[src/rtl/seg_display_pkg.sv]
// Shared glyph codes, frame modes, segment patterns and FSM states for the status display.
package seg_display_pkg;

    typedef enum logic [1:0] {StIdle, StConvert, StCommit} state_e;

    localparam logic [1:0] ModeBlank = 2'd0;
    localparam logic [1:0] ModeText  = 2'd1;
    localparam logic [1:0] ModeNum   = 2'd2;

    // Codes 0-9 are the decimal digits themselves.
    localparam logic [4:0] GlyphA     = 5'd10;
    localparam logic [4:0] GlyphB     = 5'd11;
    localparam logic [4:0] GlyphD     = 5'd12;
    localparam logic [4:0] GlyphE     = 5'd13;
    localparam logic [4:0] GlyphI     = 5'd14;
    localparam logic [4:0] GlyphJ     = 5'd15;
    localparam logic [4:0] GlyphL     = 5'd16;
    localparam logic [4:0] GlyphO     = 5'd17;
    localparam logic [4:0] GlyphP     = 5'd18;
    localparam logic [4:0] GlyphR     = 5'd19;
    localparam logic [4:0] GlyphS     = 5'd20;
    localparam logic [4:0] GlyphT     = 5'd21;
    localparam logic [4:0] GlyphY     = 5'd22;
    localparam logic [4:0] GlyphDash  = 5'd23;
    localparam logic [4:0] GlyphBlank = 5'd31;

    // Active-low, bit 6 = a ... bit 0 = g.
    localparam logic [6:0] Seg0     = 7'b0000001;
    localparam logic [6:0] Seg1     = 7'b1001111;
    localparam logic [6:0] Seg2     = 7'b0010010;
    localparam logic [6:0] Seg3     = 7'b0000110;
    localparam logic [6:0] Seg4     = 7'b1001100;
    localparam logic [6:0] Seg5     = 7'b0100100;
    localparam logic [6:0] Seg6     = 7'b0100000;
    localparam logic [6:0] Seg7     = 7'b0001111;
    localparam logic [6:0] Seg8     = 7'b0000000;
    localparam logic [6:0] Seg9     = 7'b0000100;
    localparam logic [6:0] SegA     = 7'b0001000;
    localparam logic [6:0] SegB     = 7'b1100000;
    localparam logic [6:0] SegD     = 7'b1000010;
    localparam logic [6:0] SegE     = 7'b0110000;
    localparam logic [6:0] SegI     = 7'b1101111;
    localparam logic [6:0] SegJ     = 7'b1000011;
    localparam logic [6:0] SegL     = 7'b1110001;
    localparam logic [6:0] SegO     = 7'b1100010;
    localparam logic [6:0] SegP     = 7'b0011000;
    localparam logic [6:0] SegR     = 7'b1111010;
    localparam logic [6:0] SegS     = 7'b0100100;
    localparam logic [6:0] SegT     = 7'b1110000;
    localparam logic [6:0] SegY     = 7'b1000100;
    localparam logic [6:0] SegDash  = 7'b1111110;
    localparam logic [6:0] SegBlank = 7'b1111111;

    function automatic longint unsigned pow10(input int unsigned n);
        longint unsigned r;
        r = 1;
        for (int unsigned i = 0; i < n; i++) begin
            r = r * 10;
        end
        return r;
    endfunction

endpackage

[src/rtl/seg_status_display_glyph_to_seg.sv]
// Combinational glyph-code to active-low seven-segment lookup; unknown codes are blank.
module glyph_to_seg
    import seg_display_pkg::*;
(
    input  logic [4:0] glyph_i,
    output logic [6:0] seg_o
);

    always_comb begin
        seg_o = SegBlank;
        case (glyph_i)
            5'd0:      seg_o = Seg0;
            5'd1:      seg_o = Seg1;
            5'd2:      seg_o = Seg2;
            5'd3:      seg_o = Seg3;
            5'd4:      seg_o = Seg4;
            5'd5:      seg_o = Seg5;
            5'd6:      seg_o = Seg6;
            5'd7:      seg_o = Seg7;
            5'd8:      seg_o = Seg8;
            5'd9:      seg_o = Seg9;
            GlyphA:    seg_o = SegA;
            GlyphB:    seg_o = SegB;
            GlyphD:    seg_o = SegD;
            GlyphE:    seg_o = SegE;
            GlyphI:    seg_o = SegI;
            GlyphJ:    seg_o = SegJ;
            GlyphL:    seg_o = SegL;
            GlyphO:    seg_o = SegO;
            GlyphP:    seg_o = SegP;
            GlyphR:    seg_o = SegR;
            GlyphS:    seg_o = SegS;
            GlyphT:    seg_o = SegT;
            GlyphY:    seg_o = SegY;
            GlyphDash: seg_o = SegDash;
            default:   seg_o = SegBlank;
        endcase
    end

endmodule

[src/rtl/seg_status_display.sv]
// Status prefix plus per-channel decimal readout; a sequential double-dabble builds each
// frame in fixed time and the frame is committed atomically to the active-low pins.
module seg_status_display
    import seg_display_pkg::*;
#(
    parameter int unsigned NUM_CH     = 2,
    parameter int unsigned VAL_W      = 5,
    parameter int unsigned DIG_PER_CH = 2,
    parameter int unsigned PFX_DIG    = 2,
    parameter int unsigned BLINK_HALF = 25_000_000,
    localparam int unsigned N_DIG     = PFX_DIG + NUM_CH * DIG_PER_CH
) (
    input  logic                      clk,
    input  logic                      rst_n,
    input  logic                      update,
    input  logic [1:0]                mode,
    input  logic [5*N_DIG-1:0]        glyphs,
    input  logic [VAL_W*NUM_CH-1:0]   values,
    input  logic                      lz_blank,
    input  logic                      blink_en,
    output logic                      busy,
    output logic [7*N_DIG-1:0]        seg
);

    localparam int unsigned BCD_W = 4 * DIG_PER_CH;
    localparam int unsigned CH_W  = (NUM_CH > 1) ? $clog2(NUM_CH) : 1;
    localparam int unsigned BIT_W = (VAL_W > 1) ? $clog2(VAL_W) : 1;
    localparam int unsigned CNT_W = (BLINK_HALF > 1) ? $clog2(BLINK_HALF) : 1;
    localparam longint unsigned Limit = pow10(DIG_PER_CH);

    state_e state_q, state_d;
    logic   pending_q, pending_d;
    logic   capture, commit;

    logic [1:0]              mode_q;
    logic [5*N_DIG-1:0]      glyphs_q;
    logic [VAL_W*NUM_CH-1:0] vals_q;
    logic                    lz_q, blink_s_q;

    logic [CH_W-1:0]         ch_q;
    logic [BIT_W-1:0]        bit_q;
    logic [VAL_W-1:0]        sh_q, cur_val, operand;
    logic [BCD_W-1:0]        bcd_q, bcd_in, bcd_adj, bcd_next;
    logic [NUM_CH*BCD_W-1:0] res_q;
    logic                    last_bit, last_ch;
    logic [NUM_CH-1:0]       ovf;

    logic [7*N_DIG-1:0] frame_q, frame_d, frame_nxt, seg_q, seg_d;
    logic               blink_q, blink_d, phase_q, phase_d;
    logic [CNT_W-1:0]   cnt_q, cnt_d;

    assign last_bit = (bit_q == BIT_W'(VAL_W - 1));
    assign last_ch  = (ch_q == CH_W'(NUM_CH - 1));

    always_comb begin
        state_d   = state_q;
        pending_d = pending_q;
        capture   = 1'b0;
        commit    = 1'b0;
        case (state_q)
            StIdle: begin
                if (update) begin
                    capture = 1'b1;
                    state_d = StConvert;
                end
            end
            StConvert: begin
                if (update) pending_d = 1'b1;
                if (last_bit && last_ch) state_d = StCommit;
            end
            StCommit: begin
                commit    = 1'b1;
                pending_d = 1'b0;
                // An update landing on the commit edge is folded into the restart.
                if (pending_q || update) begin
                    capture = 1'b1;
                    state_d = StConvert;
                end else begin
                    state_d = StIdle;
                end
            end
            default: state_d = StIdle;
        endcase
    end

    // Double-dabble step: the first bit of each channel reloads operand and clears BCD.
    always_comb begin
        cur_val = '0;
        for (int c = 0; c < NUM_CH; c++) begin
            if (ch_q == CH_W'(c)) cur_val = vals_q[c*VAL_W +: VAL_W];
        end
    end

    assign operand = (bit_q == '0) ? cur_val : sh_q;
    assign bcd_in  = (bit_q == '0) ? '0 : bcd_q;

    always_comb begin
        bcd_adj = bcd_in;
        for (int j = 0; j < DIG_PER_CH; j++) begin
            if (bcd_in[4*j +: 4] >= 4'd5) bcd_adj[4*j +: 4] = bcd_in[4*j +: 4] + 4'd3;
        end
    end

    assign bcd_next = {bcd_adj[BCD_W-2:0], operand[VAL_W-1]};

    for (genvar c = 0; c < NUM_CH; c++) begin : g_ovf
        assign ovf[c] = (64'(vals_q[c*VAL_W +: VAL_W]) >= Limit);
    end

    for (genvar k = 0; k < N_DIG; k++) begin : g_dig
        logic [4:0] code;
        if (k >= NUM_CH * DIG_PER_CH) begin : g_pfx
            always_comb begin
                code = GlyphBlank;
                case (mode_q)
                    ModeText, ModeNum: code = glyphs_q[5*k +: 5];
                    ModeBlank:         code = GlyphBlank;
                    default:           code = GlyphBlank;
                endcase
            end
        end else begin : g_num
            localparam int unsigned Ch = k / DIG_PER_CH;
            localparam int unsigned J  = k % DIG_PER_CH;
            logic [3:0] bcd_dig;
            logic       upper_zero;
            assign bcd_dig    = res_q[Ch*BCD_W + 4*J +: 4];
            assign upper_zero = (res_q[Ch*BCD_W + 4*J +: BCD_W - 4*J] == '0);
            always_comb begin
                code = GlyphBlank;
                case (mode_q)
                    ModeText: code = glyphs_q[5*k +: 5];
                    ModeNum: begin
                        if (ovf[Ch])                          code = GlyphDash;
                        else if (lz_q && J != 0 && upper_zero) code = GlyphBlank;
                        else                                  code = {1'b0, bcd_dig};
                    end
                    default: code = GlyphBlank;
                endcase
            end
        end
        glyph_to_seg u_glyph_to_seg (
            .glyph_i (code),
            .seg_o   (frame_nxt[7*k +: 7])
        );
    end

    // seg is computed from next-state values so it changes on the same edge as the frame.
    always_comb begin
        frame_d = frame_q;
        blink_d = blink_q;
        phase_d = phase_q;
        cnt_d   = cnt_q;
        if (commit) begin
            frame_d = frame_nxt;
            blink_d = blink_s_q;
            phase_d = 1'b1;
            cnt_d   = '0;
        end else if (cnt_q == CNT_W'(BLINK_HALF - 1)) begin
            phase_d = ~phase_q;
            cnt_d   = '0;
        end else begin
            cnt_d = cnt_q + CNT_W'(1);
        end
        seg_d = (blink_d && !phase_d) ? '1 : frame_d;
    end

    always_ff @(posedge clk or negedge rst_n) begin
        if (!rst_n) begin
            state_q   <= StIdle;
            pending_q <= 1'b0;
            mode_q    <= ModeBlank;
            glyphs_q  <= '1;
            vals_q    <= '0;
            lz_q      <= 1'b0;
            blink_s_q <= 1'b0;
            ch_q      <= '0;
            bit_q     <= '0;
            sh_q      <= '0;
            bcd_q     <= '0;
            res_q     <= '0;
            frame_q   <= '1;
            blink_q   <= 1'b0;
            phase_q   <= 1'b1;
            cnt_q     <= '0;
            seg_q     <= '1;
        end else begin
            state_q   <= state_d;
            pending_q <= pending_d;
            frame_q   <= frame_d;
            blink_q   <= blink_d;
            phase_q   <= phase_d;
            cnt_q     <= cnt_d;
            seg_q     <= seg_d;
            if (capture) begin
                mode_q    <= mode;
                glyphs_q  <= glyphs;
                vals_q    <= values;
                lz_q      <= lz_blank;
                blink_s_q <= blink_en;
                ch_q      <= '0;
                bit_q     <= '0;
            end else if (state_q == StConvert) begin
                sh_q  <= operand << 1;
                bcd_q <= bcd_next;
                if (last_bit) begin
                    bit_q <= '0;
                    ch_q  <= ch_q + CH_W'(1);
                    for (int c = 0; c < NUM_CH; c++) begin
                        if (ch_q == CH_W'(c)) res_q[c*BCD_W +: BCD_W] <= bcd_next;
                    end
                end else begin
                    bit_q <= bit_q + BIT_W'(1);
                end
            end
        end
    end

    assign busy = (state_q != StIdle);
    assign seg  = seg_q;

endmodule
[config.mk]
export PLATFORM = sky130hd
export DESIGN_NAME = seg_status_display
export DESIGN_NICKNAME = d
export VERILOG_FILES = /design/src/rtl/seg_display_pkg.sv /design/src/rtl/seg_status_display_glyph_to_seg.sv /design/src/rtl/seg_status_display.sv
export SDC_FILE = /design/constraint.sdc
export NUM_CORES = 1
export LEC_CHECK = 0
export ABC_AREA = 1
export ABC_CLOCK_PERIOD_IN_PS = 8080
export BUFFER_PORTS_ARGS = -buffer_cell sky130_fd_sc_hd__clkbuf_2
export CAP_MARGIN = 5
export CORE_UTILIZATION = 55
export DETAILED_ROUTE_END_ITERATION = 8
export PLACE_DENSITY = 0.74
export REMOVE_ABC_BUFFERS = 1
export SETUP_SLACK_MARGIN = 0.5
export SLEW_MARGIN = 0
export SYNTH_ARGS = -nofsm -noshare
export SYNTH_HDL_FRONTEND = slang
export SYNTH_HIERARCHICAL = 1
export SYNTH_SLANG_ARGS = --single-unit
[constraint.sdc]
create_clock -name clk -period 8.08 [get_ports clk]
set_input_delay 1.616 -clock clk [delete_from_list [all_inputs] [get_ports clk]]
set_output_delay 1.616 -clock clk [all_outputs]
set_load 0.02 [all_outputs]
=== Word-level counts from Yosys, hierarchy flattened ===
Memories as Yosys holds them, arrays and structs flattened.
Index checks and enable logic that the tools add are counted.

* Output and inout port bits: 43
* Bits in read-only memories: 1344
* Register bits: 190
* Input port bits: 47
* Memories: 6

{| class="wikitable"
|+ Memory list
! name !! words !! width !! read ports !! clocked after Yosys merged registers in !! wr ports !! RTL line !! text
|-
| (no name shown) || 32 || 7 || 1 || 0 || 0 || seg_status_display_glyph_to_seg.sv:11 || <nowiki>case (glyph_i)</nowiki>
|-
| (no name shown) || 32 || 7 || 1 || 0 || 0 || seg_status_display_glyph_to_seg.sv:11 ||
|-
| (no name shown) || 32 || 7 || 1 || 0 || 0 || seg_status_display_glyph_to_seg.sv:11 ||
|-
| (no name shown) || 32 || 7 || 1 || 0 || 0 || seg_status_display_glyph_to_seg.sv:11 ||
|-
| (no name shown) || 32 || 7 || 1 || 0 || 0 || seg_status_display_glyph_to_seg.sv:11 ||
|-
| (no name shown) || 32 || 7 || 1 || 0 || 0 || seg_status_display_glyph_to_seg.sv:11 ||
|}

* Reductions and logical operators: 21
* Bitwise gates (word level): 3
* Equality and inequality tests: 9
* Order comparisons: 2
* Mux-type cells: 36
* Add/sub/neg operators: 5

{| class="wikitable"
|+ Operator list
! operator !! count
|-
| $mux W42 || 2
|-
| $mux W25 || 2
|-
| $pmux W5 S2 || 4
|-
| $mux W5 || 6
|-
| $add A25 B1 Y25 const B || 1
|-
| $eq A25 B25 Y1 const B || 1
|-
| $mux W3 || 4
|-
| $mux W1 || 11
|-
| $ge A4 B3 Y1 const B || 2
|-
| $logic_not A4 Y1 || 2
|-
| $mux W8 || 1
|-
| $reduce_and A2 Y1 || 4
|-
| $reduce_and A4 Y1 || 2
|-
| $reduce_bool A2 Y1 || 4
|-
| $ne A2 B2 Y1 const B || 3
|-
| $pmux W2 S3 || 1
|-
| $add A4 B2 Y4 const B || 1
|-
| $eq A2 B1 Y1 const B || 2
|-
| $eq A2 B2 Y1 const B || 2
|-
| $logic_and A1 B1 Y1 || 4
|-
| $mux W2 || 2
|-
| $mux W4 || 1
|-
| $pmux W1 S2 || 2
|-
| $add A3 B1 Y3 const B || 1
|-
| other kinds (9) || 11
|}

=== Depth between registers and ports, before layout ===
Gate-level depths: netlist of run 1.
An unclocked memory read counts as a cell.

* Depth in word-level cells: 7
* Gate-level depth with buffers: 18
* Mapped depth without buffers: 17

=== Cells and area by module ===
Netlist of run 1, hierarchy kept.

{| class="wikitable"
|+ By module, submodules not included
! module !! cells each !! instances !! area an instance (µm²)
|-
| seg_status_display || 943 || 1 || 8436.8
|-
| glyph_to_seg at g_dig[3].u_glyph_to_seg ... || 74 || 3 || 379.1
|-
| glyph_to_seg at g_dig[2].u_glyph_to_seg || 78 || 1 || 400.4
|-
| glyph_to_seg at g_dig[0].u_glyph_to_seg || 77 || 1 || 394.1
|-
| glyph_to_seg at g_dig[1].u_glyph_to_seg || 76 || 1 || 392.9
|}

=== Worst setup path before layout of run 1 ===
OpenSTA, ideal clock, no wires.

* Kind: register to register
* Start point: register mode_q[0]
* End point: register seg_q[12] (netlist: seg[12])
* Library setup time: 82 ps
* Arrival: 2459 ps
* Buffers on the path: 2
* Data required time: 7998 ps
* Path slack: 5538 ps
* Cell stages (with the launch flop): 15
* Path through: dfrtp_1 > inv_1 > ha_1 > clkbuf_1 > inv_1 > clkbuf_1 > o221ai_1 > inv_1 > ha_1 > inv_1 > nand2_1 > a21oi_1 > a21oi_1 > o21ai_0 > nand2_1

* Word-level cells in the longest chain between the ends: 5
* Elaborated cells on any way between the ends: 6
* Classes of those cells: eq/ne (2); mux (3); memory (1)

{| class="wikitable"
|+ RTL lines
! item !! RTL line !! text
|-
| from (decl) || seg_status_display.sv:35 || <nowiki>logic [1:0] mode_q;</nowiki>
|-
| from (signal assigned) || seg_status_display.sv:171 || <nowiki>mode_q <= ModeBlank;</nowiki>
|-
| from (signal assigned) || seg_status_display.sv:195 || <nowiki>mode_q <= mode;</nowiki>
|-
| $eq A2 B2 Y1 or $eq A2 B1 Y1 (tied branches) || seg_status_display.sv:130 || <nowiki>case (mode_q)</nowiki>
|-
| $pmux W5 S2 (*) || seg_status_display.sv:130 ||
|-
| net g_dig[1].code[0] || seg_status_display.sv:111 || <nowiki>logic [4:0] code;</nowiki>
|-
| $mem_v2 Z32 W7 (*) || - ||
|-
| net frame_nxt[12] || seg_status_display.sv:48 || <nowiki>logic [7*N_DIG-1:0] frame_q, frame_d, frame_nxt, seg_q, seg_d;</nowiki>
|-
| $mux W42 (*) || seg_status_display.sv:153 || <nowiki>if (commit) begin</nowiki>
|-
| $mux W42 (*) || seg_status_display.sv:164 || <nowiki>seg_d = (blink_d && !phase_d) ? '1 : frame_d;</nowiki>
|-
| net seg_d[12] || seg_status_display.sv:48 ||
|-
| to (signal assigned) || seg_status_display.sv:193 || <nowiki>seg_q <= seg_d;</nowiki>
|-
| to (decl) || seg_status_display.sv:48 ||
|}

The timed path passes the listed nets; every way through them passes the cells marked *.
A chain may end at the register's enable or synchronous reset.

=== Final worst setup path of run 1 ===
* Start point: register mode_q[0]
* End point: register seg_q[24] (netlist: seg[24])

* Word-level cells in the longest chain between the ends: 5
* Elaborated cells on any way between the ends: 6
* Classes of those cells: eq/ne (2); mux (3); memory (1)

{| class="wikitable"
|+ RTL lines
! item !! RTL line
|-
| $eq A2 B2 Y1 or $eq A2 B1 Y1 (tied branches) || seg_status_display.sv:130
|-
| $pmux W5 S2 (*) || seg_status_display.sv:130
|-
| net g_dig[3].code[2] || seg_status_display.sv:111
|-
| $mem_v2 Z32 W7 (*) || -
|-
| net frame_nxt[24] || seg_status_display.sv:48
|-
| $mux W42 (*) || seg_status_display.sv:153
|-
| $mux W42 (*) || seg_status_display.sv:164
|-
| net seg_d[24] || seg_status_display.sv:48
|}

Marked as above.

==> results of run 1 <==
## worst min-delay path, stage by stage, from the launching register on
cell and delay (ns):
sky130_fd_sc_hd__dfrtp_1 0.35, sky130_fd_sc_hd__nand2_1 0.05, sky130_fd_sc_hd__nand2_1 0.05
## state kept, by name (all words and copies together) (netlist names)
name / cells
frame_q: 42
seg: 42
glyphs_q: 30
cnt_q: 25
res_q: 16
vals_q: 10
bcd_q: 8
sh_q: 4
bit_q: 3
mode_q: 2
state_q: 2
blink_q: 1
blink_s_q: 1
ch_q: 1
lz_q: 1
pending_q: 1
phase_q: 1
## stage by stage
stage | instances | cell area (µm²) | total power [mW] | hold slack (ns) | setup WS, ns
6_report | 1730 | 11800 | 5.81 | 0.481 | 4.90
4_1_cts | 1730 | 11800 | 5.81 | 0.477 | 4.91
2_1_floorplan | 1343 | 10400 | 4.15 | 0.437 | 4.50
3_3_place_gp | 1698 | 11300 | 4.91 | 0.452 | 4.66
5_1_grt | 1730 | 11800 | 6.37 | 0.502 | 4.55
3_5_place_dp | 1698 | 11300 | 4.95 | 0.459 | 4.63
## layout make-up
cell class / instances / area, µm² / area share [%]
inverter: 189 / 709 / 5.99
clock buffer: 18 / 429 / 3.62
sequential: 190 / 4900 / 41.4
tap: 260 / 325 / 2.75
clock inverter: 14 / 148 / 1.25
timing repair buffer: 95 / 497 / 4.20
multi-input combinational: 964 / 4830 / 40.8
## layer usage
metal / share of wire, % / up-vias
li1: - / 4481
met1: 49 / 4153
met2: 46 / 161
met3: 2.9 / 29
met4: 1.6 / 0
met5: 0 / -
## cell usage after synthesis (all sizes together) (9+ instances only)
master,n,share of area (%)
o221ai,9,0.73
ha,46,5.3
nor2,93,3.6
dfstp,115,28
xor2,11,0.90
or2,47,2.7
dfrtp,75,17
inv,189,6.6
buf,30,2.2
nand3,82,3.9
a21oi,38,1.8
clkbuf,23,0.81
o21ai,154,7.2
nor3,13,0.60
nand2,449,16
## cells by family after synthesis
logic type      after synthesis
compound gates              217
xor+xnor                     11
fa+ha+maj                    46
buf+inv                     242
flops                       190
simple gates                690
## where the power goes
part           internal [mW]  switching, mW  total [mW]
combinational           1.08           2.21        3.29
clock                  0.438          0.398       0.836
sequential              1.53          0.154        1.69
## how the worst max path moves through the flow
| stage | startpoint | end | slack, ns | cells past startpoint |
|---|---|---|---|---|
| floorplan | update | bit_q[2] | 4.50 | 6 |
| global placement | rst_n | blink_s_q | 4.66 | 2 |
| detailed placement | rst_n | blink_s_q | 4.63 | 2 |
| CTS | state_q[0] | seg[15] | 4.91 | 6 |
| global route | state_q[0] | bit_q[2] | 4.55 | 9 |
| finish | mode_q[0] | seg[24] | 4.90 | 11 |
==> flow_results.xml, run 1 <==
<?xml version="1.0" encoding="UTF-8"?>
<metrics>
  <group name="detailed_routing">
    <metric name="detail_route.wirelength" unit="mm">23.0</metric>
    <metric name="via_count" unit="">8824</metric>
    <metric name="route.antenna.remaining_nets" unit="">0</metric>
    <metric name="vias_per_cell" unit="">5.10</metric>
    <metric name="post-route-drc-count" unit="">0</metric>
    <metric name="wire_per_inst" unit="µm">13.3</metric>
    <metric name="drt_iter0_markers" unit="">603</metric>
    <metric name="drtPass1Iterations" unit="">8</metric>
  </group>
  <group name="setup_path">
    <metric name="crit_path_max_fanout" unit="">12</metric>
    <metric name="critPathLaunchType" unit="">register</metric>
    <metric name="critical_path_required" unit="ns">8.41</metric>
    <metric name="timing.critical_path.arrival" unit="ns">3.50</metric>
    <metric name="setup.reg_to_reg.worst_slack" unit="ns">4.90</metric>
    <metric name="critical_path.slowest_cell" unit="">sky130_fd_sc_hd__o221ai_1</metric>
    <metric name="rr_worst_depth" unit="">11</metric>
    <metric name="cp.buffers_inverters" unit="">3</metric>
    <metric name="timing_worst_setup_path_type" unit="">register to register</metric>
    <metric name="r2r_start" unit="">mode_q[0]</metric>
    <metric name="timing.critical_path.slowest_cell_delay" unit="ns">0.83</metric>
    <metric name="worstReg2RegEnd" unit="">seg[24]</metric>
    <metric name="crit_path_end_kind" unit="">register</metric>
    <metric name="cpLargestDelayFamily" unit="">compound AO/OA/AOI/OAI gates</metric>
    <metric name="path_cells" unit="">inv_1, ha_1, inv_1, o221ai_1, inv_1, nand2_1, o21ai_0, nand3_1, nand2_1, o21ai_0, nand2_1</metric>
  </group>
  <group name="clocking">
    <metric name="clockBufferDepth" unit="">2</metric>
    <metric name="clock_sinks" unit="">190</metric>
    <metric name="cts.htree.levels" unit="">4</metric>
    <metric name="cts-resized-gates" unit="">0</metric>
    <metric name="post-cts-setup-buffers" unit="">0</metric>
    <metric name="ctsRootBufferMaster" unit="">sky130_fd_sc_hd__clkbuf_16</metric>
    <metric name="path_clk_slew" unit="ns">0.07</metric>
    <metric name="worstSkewPairLatency" unit="ns">0.44</metric>
    <metric name="clock_tree_from_tritoncts" unit="">done</metric>
    <metric name="cts_made_buffers" unit="">17</metric>
    <metric name="cts_hold_buf" unit="">0</metric>
  </group>
  <group name="sta">
    <metric name="setup_tns" unit="ns">0</metric>
    <metric name="final_report_max_slew_violation_count" unit="">0</metric>
    <metric name="total_of_endpoints_with_negative_setup_slack_in_the_final_report" unit="">0</metric>
    <metric name="post-route-min-period" unit="ns">3.18</metric>
    <metric name="finalCritPeriodShare" unit="%">39.3</metric>
    <metric name="fin_skew" unit="ns">0.00989</metric>
    <metric name="grt_setup_unrepaired" unit="">false</metric>
    <metric name="timing.max_slew.rel_slack" unit="%">24.8</metric>
    <metric name="hold_viol" unit="">0</metric>
    <metric name="max_clock_freq" unit="GHz">0.315</metric>
    <metric name="worstMarginPinSlew" unit="ns">1.12</metric>
  </group>
  <group name="placed_design">
    <metric name="dp.final_hpwl" unit="mm">15.9</metric>
    <metric name="gpl.final_weighted_congestion" unit="">0.904</metric>
    <metric name="port-buffer-count" unit="">89</metric>
  </group>
  <group name="die">
    <metric name="die_h" unit="µm">142</metric>
    <metric name="starting_density" unit="%">56.8</metric>
    <metric name="fp.coreArea" unit="mm²">0.0190</metric>
    <metric name="io_pins" unit="">90</metric>
    <metric name="floorplan.die_area" unit="mm²">0.0201</metric>
    <metric name="rows" unit="">50</metric>
    <metric name="chipWidth" unit="µm">142</metric>
  </group>
  <group name="min_path">
    <metric name="hp-class" unit="">register to register</metric>
    <metric name="hold_depth" unit="">2</metric>
    <metric name="worstHoldStart" unit="">vals_q[1]</metric>
    <metric name="whs_endpoint" unit="">vals_q[1]</metric>
  </group>
  <group name="logic_synthesis">
    <metric name="seq_area_frac_synth" unit="%">45.5</metric>
    <metric name="adder_and_majority_gate_portion_of_the_synthesized_area" unit="%">5.35</metric>
    <metric name="synth_cell_type_count" unit="">37</metric>
    <metric name="async_flop_share" unit="%">100</metric>
    <metric name="post_synth_instance_area" unit="mm²">0.0108</metric>
    <metric name="synth-edff-count" unit="">0</metric>
    <metric name="yosys-mux-area-fraction" unit="%">0</metric>
    <metric name="synth-seq-cells" unit="">190</metric>
    <metric name="post_synth_inst_count" unit="">1396</metric>
    <metric name="parity_gate_share_of_the_synthesized_area_counting_xor_and_xnor_cells" unit="%">0.895</metric>
    <metric name="combinational_family_with_the_most_area_after_synthesis" unit="">simple AND/OR/NAND/NOR gates</metric>
    <metric name="post_synthesis_compound_gate_area_fraction" unit="%">11.0</metric>
    <metric name="yosysWarnings" unit="">6</metric>
    <metric name="synthesized_area_per_cell" unit="µm²">7.71</metric>
    <metric name="synth_simple_gate_area_share" unit="%">27.7</metric>
    <metric name="synthFlopType" unit="">sky130_fd_sc_hd__dfstp_2</metric>
  </group>
  <group name="status">
    <metric name="outcome" unit="">complete, no violations</metric>
  </group>
  <group name="power">
    <metric name="irDropWorstVdd" unit="V">0.000289</metric>
    <metric name="power_density" unit="mW/mm²">491</metric>
    <metric name="leakagePower" unit="nW">5.88</metric>
  </group>
  <group name="finish">
    <metric name="drive_above_1_share" unit="%">23.3</metric>
    <metric name="fill_cell_total_of_the_finished_layout" unit="">1675</metric>
    <metric name="finish.utilization" unit="%">62.5</metric>
    <metric name="syn2layout_area_growth" unit="%">10.0</metric>
    <metric name="final_net_count" unit="">1550</metric>
    <metric name="layout_common_cells" unit="">419 x sky130_fd_sc_hd__nand2_1, 180 x sky130_fd_sc_hd__inv_1, 145 x sky130_fd_sc_hd__o21ai_0, 115 x sky130_fd_sc_hd__dfstp_2, 88 x sky130_fd_sc_hd__clkbuf_2</metric>
    <metric name="mostFrequentLayoutCell" unit="">sky130_fd_sc_hd__nand2_1</metric>
    <metric name="insertedDiodeCount" unit="">0</metric>
  </group>
  <group name="global_routing">
    <metric name="antenna_violations_before_repair" unit="">0</metric>
    <metric name="globalRoute.totalOverflow" unit="">0</metric>
    <metric name="met2_track_usage_gr" unit="%">37.5</metric>
    <metric name="vias_in_the_first_global_route" unit="">8049</metric>
    <metric name="maximum_number_of_pins_on_one_net_before_global_route_repair" unit="">107</metric>
    <metric name="met1_usage" unit="%">34.7</metric>
    <metric name="grt_pass1_wl" unit="mm">38.6</metric>
    <metric name="grt.total_usage" unit="%">24.1</metric>
    <metric name="grt_busiest_layer" unit="">met2</metric>
    <metric name="grt_use_met3" unit="%">3.48</metric>
  </group>
  <group name="job">
    <metric name="maxCapViolCount" unit="">0</metric>
  </group>
</metrics>
Power figures use the tool's default switching activity.
==> inputs of run 2 (changes only) <==
- ABC_CLOCK_PERIOD_IN_PS: 8080 -> 3200
- clock period: 8.08 -> 3.2 ns (I/O delays scaled with it)
==> flow_results.xml, run 2 (synthesis results as in run 1) <==
<?xml version="1.0" encoding="UTF-8"?>
<metrics>
  <group name="status">
    <metric name="outcome" unit="">complete, no violations</metric>
  </group>
  <group name="global_routing">
    <metric name="antenna_violations_before_repair" unit="">0</metric>
    <metric name="grt_pass1_wl" unit="mm">39.6</metric>
    <metric name="grt.total_usage" unit="%">24.7</metric>
    <metric name="globalRoute.totalOverflow" unit="">0</metric>
    <metric name="vias_in_the_first_global_route" unit="">8343</metric>
    <metric name="maximum_number_of_pins_on_one_net_before_global_route_repair" unit="">76</metric>
  </group>
  <group name="detailed_routing">
    <metric name="via_count" unit="">8894</metric>
    <metric name="drtPass1Iterations" unit="">5</metric>
    <metric name="post-route-drc-count" unit="">0</metric>
    <metric name="wire_per_inst" unit="µm">13.4</metric>
    <metric name="detail_route.wirelength" unit="mm">23.5</metric>
    <metric name="vias_per_cell" unit="">5.07</metric>
    <metric name="route.antenna.remaining_nets" unit="">0</metric>
    <metric name="drt_iter0_markers" unit="">529</metric>
  </group>
  <group name="sta">
    <metric name="timing.max_slew.rel_slack" unit="%">52.7</metric>
    <metric name="hold_viol" unit="">0</metric>
    <metric name="max_clock_freq" unit="GHz">0.400</metric>
    <metric name="final_report_max_slew_violation_count" unit="">0</metric>
    <metric name="grt_setup_unrepaired" unit="">true</metric>
    <metric name="finalCritPeriodShare" unit="%">78.2</metric>
    <metric name="worstMarginPinSlew" unit="ns">0.709</metric>
    <metric name="fin_skew" unit="ns">0.0140</metric>
    <metric name="total_of_endpoints_with_negative_setup_slack_in_the_final_report" unit="">0</metric>
    <metric name="post-route-min-period" unit="ns">2.50</metric>
    <metric name="setup_tns" unit="ns">0</metric>
  </group>
  <group name="die">
    <metric name="floorplan.die_area" unit="mm²">0.0201</metric>
    <metric name="rows" unit="">50</metric>
    <metric name="die_h" unit="µm">142</metric>
    <metric name="chipWidth" unit="µm">142</metric>
    <metric name="fp.coreArea" unit="mm²">0.0190</metric>
    <metric name="io_pins" unit="">90</metric>
    <metric name="starting_density" unit="%">56.8</metric>
  </group>
  <group name="setup_path">
    <metric name="critical_path_cell_count" unit="">13</metric>
    <metric name="worstReg2RegEnd" unit="">seg[12]</metric>
    <metric name="path_cells" unit="">inv_1, ha_1, clkinvlp_4, buf_4, o221ai_4, inv_1, ha_1, inv_1, nand2_1, a21oi_1, a21oi_1, o21ai_0, nand2_1</metric>
    <metric name="timing.critical_path.arrival" unit="ns">2.83</metric>
    <metric name="critPathCapture" unit="">seg[12]</metric>
    <metric name="worst_setup_path_startpoint" unit="">mode_q[1]</metric>
    <metric name="critical_path.slowest_cell" unit="">sky130_fd_sc_hd__dfrtp_1</metric>
    <metric name="crit_path_max_fanout" unit="">6</metric>
    <metric name="rr_worst_depth" unit="">13</metric>
    <metric name="cpLargestDelayFamily" unit="">compound AO/OA/AOI/OAI gates</metric>
    <metric name="cp.buffers_inverters" unit="">5</metric>
    <metric name="critical-path-top-cell-by-count" unit="">sky130_fd_sc_hd__inv_1</metric>
    <metric name="critPathLaunchType" unit="">register</metric>
    <metric name="timing.critical_path.slowest_cell_delay" unit="ns">0.39</metric>
    <metric name="setup.reg_to_reg.worst_slack" unit="ns">0.70</metric>
    <metric name="crit_path_end_kind" unit="">register</metric>
    <metric name="r2r_start" unit="">mode_q[1]</metric>
    <metric name="critical_path_required" unit="ns">3.53</metric>
    <metric name="timing_worst_setup_path_type" unit="">register to register</metric>
  </group>
  <group name="power">
    <metric name="leakagePower" unit="nW">6.04</metric>
    <metric name="irDropWorstVdd" unit="V">0.000507</metric>
    <metric name="power_density" unit="mW/mm²">1260</metric>
  </group>
  <group name="placed_design">
    <metric name="port-buffer-count" unit="">89</metric>
    <metric name="post_dp_cell_area" unit="mm²">0.0114</metric>
    <metric name="dp.final_hpwl" unit="mm">16.3</metric>
    <metric name="gpl.final_weighted_congestion" unit="">0.895</metric>
  </group>
  <group name="clocking">
    <metric name="worstSkewPairLatency" unit="ns">0.44</metric>
    <metric name="clockBufferDepth" unit="">2</metric>
    <metric name="cts_made_buffers" unit="">17</metric>
    <metric name="path_clk_slew" unit="ns">0.07</metric>
    <metric name="cts.htree.levels" unit="">4</metric>
    <metric name="cts_hold_buf" unit="">0</metric>
    <metric name="ctsRootBufferMaster" unit="">sky130_fd_sc_hd__clkbuf_16</metric>
    <metric name="clock_sinks" unit="">190</metric>
    <metric name="clock_tree_from_tritoncts" unit="">done</metric>
  </group>
  <group name="finish">
    <metric name="finish.utilization" unit="%">64.5</metric>
    <metric name="insertedDiodeCount" unit="">0</metric>
    <metric name="mostFrequentLayoutCell" unit="">sky130_fd_sc_hd__nand2_1</metric>
    <metric name="finalInstanceArea" unit="mm²">0.0122</metric>
    <metric name="final_net_count" unit="">1574</metric>
    <metric name="layout_common_cells" unit="">419 x sky130_fd_sc_hd__nand2_1, 174 x sky130_fd_sc_hd__inv_1, 133 x sky130_fd_sc_hd__o21ai_0, 115 x sky130_fd_sc_hd__dfstp_2, 88 x sky130_fd_sc_hd__clkbuf_2</metric>
    <metric name="drive_above_1_share" unit="%">25.6</metric>
    <metric name="syn2layout_area_growth" unit="%">13.6</metric>
    <metric name="fill_cell_total_of_the_finished_layout" unit="">1660</metric>
  </group>
  <group name="job">
    <metric name="maxCapViolCount" unit="">0</metric>
  </group>
  <group name="min_path">
    <metric name="hp-class" unit="">primary input to async pin</metric>
  </group>
</metrics>
[run 2: changes by cell type in the layout (fill, tap and decap cells not counted), moves of 5 or more]
cell                       previous run  this run
sky130_fd_sc_hd__inv_6                6         0
sky130_fd_sc_hd__o21ai_1              7        17
sky130_fd_sc_hd__o21ai_0            145       133
sky130_fd_sc_hd__inv_1              180       174
sky130_fd_sc_hd__inv_2                9        14
sky130_fd_sc_hd__buf_4                6        26
sky130_fd_sc_hd__o221ai_1             9         3
[run 2: worst min path at each step]
stage                         start         to  slack [ns]  cells past startpoint
after floorplan               rst_n   bcd_q[0]        0.34                      0
after global placement    vals_q[1]  vals_q[1]        0.45                      2
after detailed placement  vals_q[1]  vals_q[1]        0.46                      2
after CTS                     rst_n  mode_q[1]        0.26                      1
after global routing          rst_n   res_q[8]        0.30                      1
final                         rst_n   res_q[2]        0.26                      1
[run 2: power by group]
part	total [mW]	internal, mW	switching (mW)
registers	4.26	3.87	0.394
logic	8.82	3.08	5.74
clock network	2.31	1.39	0.916
total	15.4	8.34	7.05
[run 2: layout make-up]
class / instances / area [µm²] / share of cell area (%)
repair buffers: 118 / 707 / 5.78
inverters: 189 / 713 / 5.84
flip-flops and latches: 190 / 4900 / 40.1
repair inverters: 1 / 7.51 / 0.0614
well taps: 260 / 325 / 2.66
multi-input cells: 964 / 4920 / 40.3
clock inverters: 8 / 125 / 1.02
clock buffers: 24 / 524 / 4.29
[run 2: repair_timing]
action / 4_1_cts / 5_1_grt
setup buffers: 1 / 3
endpoints found under the setup margin: 16 / 53
pin swaps: 0 / 1
gates cloned: 0 / 1
hold endpoints to repair: 0 / 0
gates resized for setup: 4 / 29
[run 2: through the flow]
step	total power, mW	hold WS [ns]	setup slack, ns	std cells
after global routing	16.9	0.301	0.460	1754
final	15.4	0.263	0.699	1754
after global placement	12.6	0.452	0.581	1717
after detailed placement	12.7	0.460	0.429	1717
after floorplan	10.5	0.344	0.112	1343
after CTS	15.1	0.255	0.508	1750
[run 2: per-layer routing]
layer	routed length, µm	part of all wire (%)	track usage, %
met1	11300	48	34.9
met2	11000	47	39.4
met3	949	4.0	4.02
met4	276	1.2	6.45
met5	0	0	0
